File: config.mk
export PLATFORM = sky130hd
export DESIGN_NAME = fpalu_wb_flat
export DESIGN_NICKNAME = d
export VERILOG_FILES = /design/src/rtl/fpalu_wb_if.sv /design/src/rtl/fpalu_wb.sv /design/src/flat_wrapper.sv
export SDC_FILE = /design/constraint.sdc
export NUM_CORES = 1
export LEC_CHECK = 0
export BUFFER_PORTS_ARGS = -buffer_cell sky130_fd_sc_hd__buf_4
export CORE_MARGIN = 1
export CORE_UTILIZATION = 55
export CTS_CLUSTER_SIZE = 25
export DETAILED_ROUTE_END_ITERATION = 8
export GPL_TIMING_DRIVEN = 0
export PLACE_DENSITY = 0.85
export SYNTH_ARGS = -nofsm -noshare
export SYNTH_HDL_FRONTEND = slang
export SYNTH_SLANG_ARGS = --single-unit
export TNS_END_PERCENT = 10
File: constraint.sdc
create_clock -name clk -period 3.1 [get_ports clk]
set_clock_uncertainty 0.1 [all_clocks]
set_input_delay 0.155 -clock clk [delete_from_list [all_inputs] [get_ports clk]]
set_output_delay 0.155 -clock clk [all_outputs]
set_load 0.01 [all_outputs]
File: src/rtl/fpalu_wb_if.sv
// fpalu_wb_if -- result stream from the unified FP pipeline into the
// FP16 write-back block.
//   in_valid   producer has a result on the bus
//   in_ready   consumer accepts the result this cycle (valid & ready)
//   in_sgn     sign
//   in_exp     6-bit exponent, bias 15
//   in_man_dn  22-bit mantissa, bit 21 hidden bit, bits 20:0 fraction
// Modports: master = result producer, slave = write-back block.
interface fpalu_wb_if;
  logic        in_valid;
  logic        in_ready;
  logic        in_sgn;
  logic [5:0]  in_exp;
  logic [21:0] in_man_dn;

  modport master (
    output in_valid,
    output in_sgn,
    output in_exp,
    output in_man_dn,
    input  in_ready
  );

  modport slave (
    input  in_valid,
    input  in_sgn,
    input  in_exp,
    input  in_man_dn,
    output in_ready
  );
endinterface

File: src/rtl/fpalu_wb.sv
// fpalu_wb -- converts a job of unified FP results to FP16 (round to
// nearest even, overflow forced to infinity) and writes them to
// consecutive addresses of a result RAM.
// Ports:
//   clk        system clock, rising edge
//   rst        synchronous active-high reset
//   start      single-cycle job start pulse (honoured only when idle)
//   base_addr  first write address of the job
//   count      results in the job, 0 means 2^AW
//   in_bus     result stream (slave side of fpalu_wb_if)
//   mem_we     result RAM write enable
//   mem_addr   result RAM address
//   mem_wdata  FP16 result
//   busy       high whenever the block is not idle
//   done       one-cycle pulse at job end
//   ovf_cnt    saturating count of results forced to infinity this job
module fpalu_wb #(
  parameter int AW    = 9,
  parameter int OVF_W = 8
) (
  input  logic             clk,
  input  logic             rst,
  input  logic             start,
  input  logic [AW-1:0]    base_addr,
  input  logic [AW-1:0]    count,
  fpalu_wb_if.slave        in_bus,
  output logic             mem_we,
  output logic [AW-1:0]    mem_addr,
  output logic [15:0]      mem_wdata,
  output logic             busy,
  output logic             done,
  output logic [OVF_W-1:0] ovf_cnt
);

  typedef enum logic [1:0] {
    IDLE  = 2'd0,
    RUN   = 2'd1,
    FLUSH = 2'd2,
    DONE  = 2'd3
  } state_t;

  localparam logic [OVF_W-1:0] OVF_MAX  = {OVF_W{1'b1}};
  localparam logic [AW:0]      REM_ZERO = {(AW+1){1'b0}};
  localparam logic [AW:0]      REM_ONE  = {{AW{1'b0}}, 1'b1};
  localparam logic [AW-1:0]    PTR_ONE  = {{(AW-1){1'b0}}, 1'b1};

  state_t           state_r;
  state_t           state_nxt_s;
  // One bit wider than count so that a count of 0 can hold 2^AW.
  logic [AW:0]      remaining_r;
  logic [AW-1:0]    ptr_r;
  logic             accept_s;
  logic             ovf_s;
  logic [15:0]      conv_s;
  // The hidden bit does not enter the packed encoding.
  logic             unused_hidden_s;

  // FP16 packing: the exponent and top fraction bits are concatenated so
  // that a rounding carry out of the fraction ripples into the exponent
  // (denormal -> normal, exponent increment). Returns {overflow, fp16}.
  function automatic logic [16:0] to_fp16(
    input logic        sgn,
    input logic [5:0]  exp,
    input logic [20:0] frac
  );
    logic        guard;
    logic        sticky;
    logic        lsb;
    logic        rnd;
    logic [14:0] p;
    logic        ovf;
    guard  = frac[10];
    sticky = |frac[9:0];
    lsb    = frac[11];
    rnd    = guard & (sticky | lsb);
    p      = {exp[4:0], frac[20:11]} + {14'd0, rnd};
    ovf    = (exp >= 6'd31) || (p[14:10] == 5'h1F);
    if (ovf) begin
      return {1'b1, sgn, 5'h1F, 10'h000};
    end else begin
      return {1'b0, sgn, p};
    end
  endfunction

  assign unused_hidden_s = in_bus.in_man_dn[21];

  // Ready is decoded from registered state only, never from in_valid.
  assign in_bus.in_ready = (state_r == RUN) && (remaining_r != REM_ZERO);
  assign accept_s        = in_bus.in_valid & in_bus.in_ready;
  assign busy            = (state_r != IDLE);
  assign done            = (state_r == DONE);

  // Conversion of the beat currently on the bus.
  always_comb begin
    {ovf_s, conv_s} = to_fp16(in_bus.in_sgn, in_bus.in_exp, in_bus.in_man_dn[20:0]);
  end

  // Next-state decode for the job sequencer.
  always_comb begin
    state_nxt_s = state_r;
    case (state_r)
      IDLE: begin
        if (start) begin
          state_nxt_s = RUN;
        end else begin
          state_nxt_s = IDLE;
        end
      end
      RUN: begin
        // The beat that empties the counter still has its write pending.
        if (accept_s && (remaining_r == REM_ONE)) begin
          state_nxt_s = FLUSH;
        end else begin
          state_nxt_s = RUN;
        end
      end
      FLUSH:   state_nxt_s = DONE;
      DONE:    state_nxt_s = IDLE;
      default: state_nxt_s = IDLE;
    endcase
  end

  // State register.
  always_ff @(posedge clk) begin
    if (rst) begin
      state_r <= IDLE;
    end else begin
      state_r <= state_nxt_s;
    end
  end

  // Job bookkeeping, overflow counter and registered RAM write port.
  always_ff @(posedge clk) begin
    if (rst) begin
      remaining_r <= REM_ZERO;
      ptr_r       <= {AW{1'b0}};
      ovf_cnt     <= {OVF_W{1'b0}};
      mem_we      <= 1'b0;
      mem_addr    <= {AW{1'b0}};
      mem_wdata   <= 16'h0000;
    end else begin
      mem_we <= accept_s;
      if ((state_r == IDLE) && start) begin
        ptr_r       <= base_addr;
        remaining_r <= {(count == {AW{1'b0}}), count};
        ovf_cnt     <= {OVF_W{1'b0}};
      end else if (accept_s) begin
        mem_addr    <= ptr_r;
        mem_wdata   <= conv_s;
        ptr_r       <= ptr_r + PTR_ONE;
        remaining_r <= remaining_r - REM_ONE;
        if (ovf_s && (ovf_cnt != OVF_MAX)) begin
          ovf_cnt <= ovf_cnt + {{(OVF_W-1){1'b0}}, 1'b1};
        end
      end
    end
  end

endmodule
File: src/flat_wrapper.sv
// flat-port wrapper written by rule: the top's interface ports become plain ports
module fpalu_wb_flat 
#(
  parameter int AW    = 9,
  parameter int OVF_W = 8
)
  (clk, rst, start, base_addr, count, mem_we, mem_addr, mem_wdata, busy, done, ovf_cnt, in_bus_in_valid, in_bus_in_sgn, in_bus_in_exp, in_bus_in_man_dn, in_bus_in_ready);
  fpalu_wb_if in_bus_i ();
  input  logic clk;
  input  logic rst;
  input  logic start;
  input  logic [AW-1:0] base_addr;
  input  logic [AW-1:0] count;
  output logic mem_we;
  output logic [AW-1:0] mem_addr;
  output logic [15:0] mem_wdata;
  output logic busy;
  output logic done;
  output logic [OVF_W-1:0] ovf_cnt;
  input wire logic [$bits(in_bus_i.in_valid)-1:0] in_bus_in_valid;
  input wire logic [$bits(in_bus_i.in_sgn)-1:0] in_bus_in_sgn;
  input wire logic [$bits(in_bus_i.in_exp)-1:0] in_bus_in_exp;
  input wire logic [$bits(in_bus_i.in_man_dn)-1:0] in_bus_in_man_dn;
  output wire logic [$bits(in_bus_i.in_ready)-1:0] in_bus_in_ready;
  assign in_bus_i.in_valid = in_bus_in_valid;
  assign in_bus_i.in_sgn = in_bus_in_sgn;
  assign in_bus_i.in_exp = in_bus_in_exp;
  assign in_bus_i.in_man_dn = in_bus_in_man_dn;
  assign in_bus_in_ready = in_bus_i.in_ready;
  fpalu_wb #(.AW(AW), .OVF_W(OVF_W)) u_core (.clk(clk), .rst(rst), .start(start), .base_addr(base_addr), .count(count), .in_bus(in_bus_i), .mem_we(mem_we), .mem_addr(mem_addr), .mem_wdata(mem_wdata), .busy(busy), .done(done), .ovf_cnt(ovf_cnt));
endmodule
# After elaboration in Yosys (flattened, before gate mapping)
# Cells that the tools add are included.
# classes
n_bitwise	4
n_reduce_logical	14
magnitude_cmp	1
n_eq_ne	6
muxes	8
add_sub_neg	4
# ops
op	n
$mux 10	2
$mux 9	2
$mux 17	1
$add 15x1->15	1
$eq 10x1->1 const B	1
$reduce_bool 10->1	1
$reduce_or 10->1	1
$sub 10x1->10 const B	1
$add 9x1->9 const B	1
$logic_not 9->1	1
$add 8x1->8 const B	1
$ne 8x8->1 const B	1
$pmux 2 s4	1
$ge 6x5->1 const B	1
$eq 5x5->1 const B	1
$eq 2x2->1 const B	2
$logic_and 1x1->1	4
$reduce_and 2->1	2
$reduce_bool 2->1	2
$and 1x1->1	2
$eq 2x1->1 const B	1
$logic_not 2->1	1
$mux 2	1
$reduce_or 2->1	1
4 further kinds	4
# word_totals
inputBits	51
word_cells	44
out_inout_bits	37
register_bits	55

# Depth between registers and ports, before layout
# Gate-level depths: netlist of run 1.
# logic_depth
depth_word	9
mapped_depth	8
ltp_nobuf	8

# Worst setup path after synthesis of run 1
# Ideal clock, no wire load.
# synth_path
kind	input to register
from	input port in_bus_in_man_dn[11]
to	register u_core.ovf_cnt[7]
t_required_ns	2.870
n_path_buf	0
path_slack_ns	1.093
setup_ns	0.130
t_arrival_ns	1.777
stages	8
cell_sequence	and2_1 ha_1 nand4_2 nor4_1 nor4b_2 a211o_4 o41ai_1 a21oi_1
# synth_between
elab_chain_len	8
# synth_lines
item	line	text
start, declared	flat_wrapper.sv:23	input wire logic [$bits(in_bus_i.in_man_dn)-1:0] in_bus_in_man_dn;
$or 1x1->1	fpalu_wb.sv:75	rnd = guard & (sticky | lsb);
$and 1x1->1	fpalu_wb.sv:75	
$add 15x1->15 (*)	fpalu_wb.sv:76	p = {exp[4:0], frac[20:11]} + {14'd0, rnd};
$eq 5x5->1 (*)	fpalu_wb.sv:77	ovf = (exp >= 6'd31) || (p[14:10] == 5'h1F);
$logic_or 1x1->1 (*)	fpalu_wb.sv:77	
$mux 17 (*)	fpalu_wb.sv:78	if (ovf) begin
$logic_and 1x1->1 (*)	fpalu_wb.sv:152	if (ovf_s && (ovf_cnt != OVF_MAX)) begin
$reduce_and 2->1 (no line) (*)	--	
end signal, assigned	fpalu_wb.sv:137	ovf_cnt <= {OVF_W{1'b0}};
end signal, assigned	fpalu_wb.sv:146	ovf_cnt <= {OVF_W{1'b0}};
end signal, assigned	fpalu_wb.sv:153	ovf_cnt <= ovf_cnt + {{(OVF_W-1){1'b0}}, 1'b1};
end, declared	fpalu_wb.sv:32	output logic [OVF_W-1:0] ovf_cnt
# Mark *: on every way between the ends. The rest lies on a longest branch, timed or not.
# A chain may end at the register's enable or synchronous reset.

# Final worst setup path of run 1
# layout_path
from	register u_core.remaining_r[4]
to	register u_core.ptr_r[6]
# layout_between
elab_chain_len	4
# layout_lines
item	line	text
start, declared	fpalu_wb.sv:50	logic [AW:0] remaining_r;
start signal, assigned	fpalu_wb.sv:145	remaining_r <= {(count == {AW{1'b0}}), count};
start signal, assigned	fpalu_wb.sv:151	remaining_r <= remaining_r - REM_ONE;
$reduce_bool 10->1	fpalu_wb.sv:88	assign in_bus.in_ready = (state_r == RUN) && (remaining_r != REM_ZERO);
$logic_and 1x1->1	fpalu_wb.sv:88	
$and 1x1->1	fpalu_wb.sv:89	assign accept_s = in_bus.in_valid & in_bus.in_ready;
$reduce_bool 2->1 (no line)	--	
end signal, assigned	fpalu_wb.sv:136	ptr_r <= {AW{1'b0}};
end signal, assigned	fpalu_wb.sv:144	ptr_r <= base_addr;
end signal, assigned	fpalu_wb.sv:150	ptr_r <= ptr_r + PTR_ONE;
end, declared	fpalu_wb.sv:51	logic [AW-1:0] ptr_r;
# Every way passes these cells.

==> results of run 1 <==
power groups by stage:
| stage | Combinational, mW | Sequential, mW | Clock, mW |
|---|---|---|---|
| final | 0.480 | 0.823 | 0.428 |
| after global routing | 0.534 | 0.831 | 0.463 |
| after CTS | 0.477 | 0.820 | 0.434 |
| after detailed placement | 0.472 | 0.836 | 0 |
| after global placement | 0.458 | 0.834 | 0 |
| after floorplan | 0.281 | 0.835 | 0 |
registers in the layout (all words and copies together), names as in the netlist, named ones only:
register            flops
u_core.mem_wdata       16
u_core.state_r          1
u_core.mem_we           1
u_core.ovf_cnt          8
u_core.mem_addr         9
u_core.ptr_r            9
u_core.remaining_r     10
through the flow:
step	setup WS, ps	cell area (um2)	util [%]	std cells
2_1_floorplan	1093	2848	-	356
6_report	814.5	3701	76.34	519
3_5_place_dp	621.3	3562	73.47	507
5_1_grt	553.1	3701	76.34	519
3_3_place_gp	717.9	3562	73.47	507
4_1_cts	820.2	3701	76.34	519
final timing paths:
| kind | startpoint | depth (start not counted) | endpoint |
|---|---|---|---|
| hold reg to reg | u_core.mem_addr[5] | 2 | u_core.mem_addr[5] |
| setup / recovery | u_core.remaining_r[4] | 8 | u_core.ptr_r[6] |
| hold / removal | base_addr[0] | 3 | u_core.ptr_r[0] |
| setup reg to reg | u_core.remaining_r[4] | 8 | u_core.ptr_r[6] |
layer usage:
| metal | vias up | wire [um] | GRT usage (%) |
|---|---|---|---|
| met4 | 0 | 97 | 8.120 |
| met1 | 1408 | 3358 | 37.98 |
| li1 | 1512 | - | - |
| met3 | 9 | 479 | 4.743 |
| met2 | 92 | 3598 | 48.18 |
| met5 | - | 0 | 0 |
area by class of cell:
class,instances,area (um2),area share [%]
buffer,18,73.82,1.995
clock buffer,6,82.58,2.231
clock inverter,2,16.27,0.4395
inverter,8,30.03,0.8114
multi-input combinational,275,1643,44.39
sequential,55,1101,29.75
tap,67,83.83,2.265
timing repair buffer,88,670.6,18.12
repair_timing:
item | in CTS | in global routing
hold endpoints to repair | 4 | 0
buffers inserted | 0 | 0
hold buffers | 4 | 0
worst max-delay path, stage by stage (launching register included):
cell and delay [ps]:
dfxtp_1 310, buf_2 160, nor4_2 410, a31o_2 210, clkbuf_1 280, buf_2 290, nor3b_1 80, a221oi_1 270
nor2_1 70
cells in the mapped netlist (all sizes together) (4+ instances only):
master   n  share of area, %
nand4    8               2.2
xor2     5               1.5
nand3   13               2.3
a221oi   5               1.5
o21ai   21               3.7
xnor2    7               2.2
nor3    10               1.8
clkbuf  13               1.7
a31o     4               1.2
ha       5               2.2
and2     5               1.1
o211ai   4               1.1
a31oi    5               1.1
a311oi   7               2.2
and4     4               1.2
a21oi   34               6.0
and3     6               1.3
buf      5              0.88
dfxtp   55                39
inv      8               1.1
nand2   47               6.2
nor2    36               4.8
a211oi   6               1.8
nor4    10               2.4
logic make-up (layout without fill, tap and decap cells):
group	Yosys count	after routing	share of synthesized area (%)
AOI/OAI and AO/OA	97	97	22.32
xor gates and xnor gates	12	12	3.691
adders and majority gates	5	5	2.197
buffers and inverters	26	122	3.647
DFF	55	55	38.66
muxes	2	2	0.8786
and+or+nand+nor	159	159	28.60
==> run_results.csv, run 1 <==
group,metric,value,unit
clock_network,cts_num_sinks,55,
timing,setup_violations,0,
power_and_ir_drop,p_sw_share,33.19,%
route,drc,0,
logic_synthesis,yosysSeqAreaShare,38.66,%
power_and_ir_drop,power_density,467.5,nW/um2
timing,worst_pin_slew,626.3,ps
cells_and_area,layout_commonest_cell,"buf_4",
logic_synthesis,netlist_area,2848,um2
status,status,"finished, final reports clean",
route,ant_nets,0,
cells_and_area,layout-drive-gt1-share,24.34,%
clock_network,clock_latency,310,ps
clock_network,cts_made_buffers,5,
grt,grt_max_degree,18,
clock_network,cts.htree.levels,2,
die,die_x,73.96,um
power_and_ir_drop,total_power,1.730,mW
critical_path,path_class,"register to register",
placed_design,place_congestion,0.8195,
timing,rsz0062_at_grt,"false",
clock_network,clk_path_buf_depth,2,
power_and_ir_drop,combPwrFrac,27.7,%
clock_network,clk_pin_slew,100,ps
route,wl_per_cell,14.51,um
cells_and_area,fillers,394,
grt,grt_pass1_wl,12.25,mm
logic_synthesis,async_flop_share,0,%
critical_path,cp.required,3200,ps
power_and_ir_drop,internal_power,1.156,mW
die,dieArea,5469,um2
route,routed_wirelength,7.533,mm
die,fp.coreArea,4848,um2
timing,hold_ws,3.948,ps
grt,grt_pass1_vias,2732,
route,vias_per_cell,5.821,
clock_network,clock-root-buffer,"clkbuf_8",
critical_path,cp-start-kind,"register",
logic_synthesis,syn_nets,412,
die,io_pins,88,
cells_and_area,layout_common_cells,"buf_4, dfxtp_1, nand2_1",
critical_path,worstSetupEndpointType,"register",
cells_and_area,fin_nets,507,
logic_synthesis,synth_cell_types,47,
cells_and_area,antennaDiodeCount,0,
grt,overflow,0,
timing,maxSlewViolCount,0,
die,start_util,58.74,%
power_and_ir_drop,p_leak,1.458,nW
timing,max_freq,437.5,MHz
timing,post-route-min-period,2285,ps
clock_network,cts_tree,"yes",
power_and_ir_drop,ir_drop,0.0002748,V
placed_design,dpl.hpwl,5.608,mm
logic_synthesis,synth_edf_count,0,
placed_design,io_buffers,84,
critical_path,cp_max_fo,10,
logic_synthesis,syn_inst,356,
logic_synthesis,ys.flop_type,"dfxtp_1",
power_and_ir_drop,switchingPower,574.2,uW
route,firstDrtPassIters,4,
power_and_ir_drop,seqPwrFrac,47.5,%
logic_synthesis,ys_warn_count,0,
job,cap_violations,0,
timing,setup_tns,0,ps
grt,grt_antenna_before_repair,0,
die,rows,25,
timing,maxSlewHeadroom,58.17,%
die,fp.dieH,73.96,um
logic_synthesis,ys_seq_elements,55,
route,drt_iter0_drc,135,
cells_and_area,syn_to_final_growth,29.96,%
grt,track_usage,28.64,%
route,vias,3021,
hold_path,hold_class,"primary input to register",
critical_path,crit_arrival,2390,ps
power_and_ir_drop,power.share.clock,24.7,%
critical_path,timing.reg2reg.setup_slack,810,ps
timing,fin_crit_sh,73.72,%
logic_synthesis,syn_avg_cell_area,7.999,um2
clock_network,ctsResizeCount,0,
timing,finalHoldViolations,0,
Power figures use the tool's default switching activity.
==> inputs of run 2 (changes only) <==
--- a/config.mk
+++ b/config.mk
@@ -7,11 +7,11 @@
 export LEC_CHECK = 0
 export BUFFER_PORTS_ARGS = -buffer_cell sky130_fd_sc_hd__buf_4
 export CORE_MARGIN = 1
-export CORE_UTILIZATION = 55
+export CORE_UTILIZATION = 46
 export CTS_CLUSTER_SIZE = 25
 export DETAILED_ROUTE_END_ITERATION = 8
 export GPL_TIMING_DRIVEN = 0
-export PLACE_DENSITY = 0.85
+export PLACE_DENSITY = 0.76
 export SYNTH_ARGS = -nofsm -noshare
 export SYNTH_HDL_FRONTEND = slang
 export SYNTH_SLANG_ARGS = --single-unit
==> constraint.sdc (replaced) <==
create_clock -name clk -period 1.9 [get_ports clk]
set_clock_uncertainty 0.1 [all_clocks]
set_input_delay 0.095 -clock clk [delete_from_list [all_inputs] [get_ports clk]]
set_output_delay 0.095 -clock clk [all_outputs]
set_load 0.01 [all_outputs]
==> run 2 against run 1 <==
Via count rose by 2.5%. Final area up 11%. Power increased by 75%. Non-clock buffer count rose by 19. Utilization is 7.2 points lower. Setup slack got worse by 800 ps. First-iteration DRC count increased by 39%. Critical path type unchanged. Critical endpoint is now u_core.remaining_r[6]. Largest cell class unchanged. Largest power group unchanged. Highest routed layer unchanged.
==> run_results.csv, run 2 (synthesis results as in run 1) <==
group,metric,value,unit
route,drt_iter0_drc,188,
timing,maxSlewHeadroom,60.75,%
critical_path,slowest_delay,400,ps
placed_design,dp_cells,515,
die,dieArea,6509,um2
die,start_util,47.82,%
timing,post-route-min-period,1883,ps
placed_design,dpl.hpwl,5.497,mm
grt,grt_pass1_wl,12.54,mm
cells_and_area,largest_register,"u_core.mem_wdata",
power_and_ir_drop,combPwrFrac,30.6,%
timing,finalWorstSetupSlack,17.20,ps
critical_path,crit_arrival,1960,ps
status,status,"finished, final reports clean",
power_and_ir_drop,power.share.clock,24.1,%
hold_path,hold_class,"primary input to register",
placed_design,io_buffers,84,
clock_network,cts_made_buffers,5,
clock_network,cts.htree.levels,2,
route,ant_nets,0,
grt,grt_antenna_before_repair,0,
power_and_ir_drop,power_density,736.1,nW/um2
cells_and_area,fin_nets,526,
die,fp.dieH,80.68,um
job,cap_violations,0,
power_and_ir_drop,switchingPower,1.009,mW
timing,max_freq,531.1,MHz
critical_path,path_class,"register to register",
critical_path,cp-start-kind,"register",
grt,grt_pass1_vias,2740,
grt,grt_max_degree,17,
cells_and_area,layout_common_cells,"buf_4, nand2_1, dfxtp_1",
critical_path,cp.required,1980,ps
grt,overflow,0,
timing,setup_tns,0,ps
timing,maxSlewViolCount,0,
cells_and_area,final_util,69.14,%
timing,finalHoldViolations,0,
placed_design,place_congestion,0.8449,
critical_path,cp_max_fo,6,
timing,worst_pin_slew,588.8,ps
clock_network,clk_path_buf_depth,2,
critical_path,path_cells,"inv_1 -> ha_4 -> nand4b_1 -> or4_1 -> buf_2 -> o311ai_2 -> a21oi_1",
cells_and_area,largest_reg_flops,16,
cells_and_area,antennaDiodeCount,0,
clock_network,cts_tree,"yes",
power_and_ir_drop,p_sw_share,33.28,%
cells_and_area,layout-drive-gt1-share,30.79,%
power_and_ir_drop,ir_drop,0.0004842,V
power_and_ir_drop,p_leak,1.605,nW
timing,setup_violations,0,
cells_and_area,finalNonFillerCells,546,
critical_path,slowest_stage,"or4_1",
timing,rsz0062_at_grt,"true",
die,io_pins,88,
grt,track_usage,24.74,%
die,rows,28,
clock_network,clock-root-buffer,"clkbuf_8",
route,wl_per_cell,14.68,um
power_and_ir_drop,internal_power,2.022,mW
critical_path,worstSetupEndpointType,"register",
route,drc,0,
route,routed_wirelength,8.016,mm
power_and_ir_drop,seqPwrFrac,45.3,%
route,vias_per_cell,5.674,
cells_and_area,layout_commonest_cell,"buf_4",
die,die_x,80.68,um
placed_design,placed_cell_area,3587,um2
clock_network,cts_num_sinks,55,
cells_and_area,top_regs,"u_core.mem_wdata (16), u_core.remaining_r (10)",
power_and_ir_drop,total_power,3.031,mW
die,fp.coreArea,5956,um2
route,firstDrtPassIters,5,
clock_network,clock_latency,310,ps
clock_network,clk_pin_slew,100,ps
cells_and_area,syn_to_final_growth,44.60,%
timing,hold_ws,10.64,ps
route,vias,3098,
cells_and_area,design_area,4118,um2
timing,fin_crit_sh,99.09,%
placed_design,place_worst_setup_slack,-358.8,ps
## run 2: path summary, 6_finish.rpt
check / from / to / slack [ps] / cells after the start
hold / removal: in_bus_in_man_dn[11] / u_core.mem_wdata[0] / 10 / 3
hold reg to reg: u_core.mem_wdata[7] / u_core.mem_wdata[7] / 360 / 2
setup / recovery: u_core.remaining_r[0] / u_core.remaining_r[6] / 20 / 7
setup reg to reg: u_core.remaining_r[0] / u_core.remaining_r[6] / 20 / 7
## run 2: final cells by class
cell class / count / area [um2]
buffer: 16 / 80.08
clock buffer: 7 / 96.34
clock inverter: 1 / 7.507
fill: 486 / 1838
inverter: 8 / 30.03
multi-input combinational: 275 / 1824
sequential: 55 / 1112
tap: 75 / 93.84
timing repair buffer: 109 / 873.3
## run 2: critical path, delay by kind of cell (launching register included)
family,cells,cell delay [ps]
adders and majority gates,1,180
and+or+nand+nor,2,530
buffers and inverters,2,270
DFF,1,360
AOI/OAI and AO/OA,2,330
## run 2: layer usage
| metal | global-route usage [%] | up-vias | part of all wire (%) |
|---|---|---|---|
| met5 | 0 | - | 0 |
| met2 | 40.93 | 110 | 47 |
| met3 | 3.636 | 21 | 5.1 |
| met1 | 32.92 | 1421 | 46 |
| met4 | 7.500 | 0 | 2.2 |
| li1 | - | 1546 | - |
## run 2: what timing repair did
action	in CTS	in global routing
pin swaps	3	3
setup buffers	1	2
resized for setup	20	30
hold buffers	22	0
gates cloned	0	0
endpoints found under the setup margin	54	49
endpoints found under the hold margin	21	0
## run 2: power groups by stage
stage / Clock [mW] / Sequential, mW / Combinational [mW]
2_1_floorplan: 0 / 1.36 / 0.460
3_3_place_gp: 0 / 1.36 / 0.751
3_5_place_dp: 0 / 1.36 / 0.767
4_1_cts: 0.741 / 1.35 / 0.862
5_1_grt: 0.806 / 1.39 / 1.01
6_report: 0.731 / 1.37 / 0.928
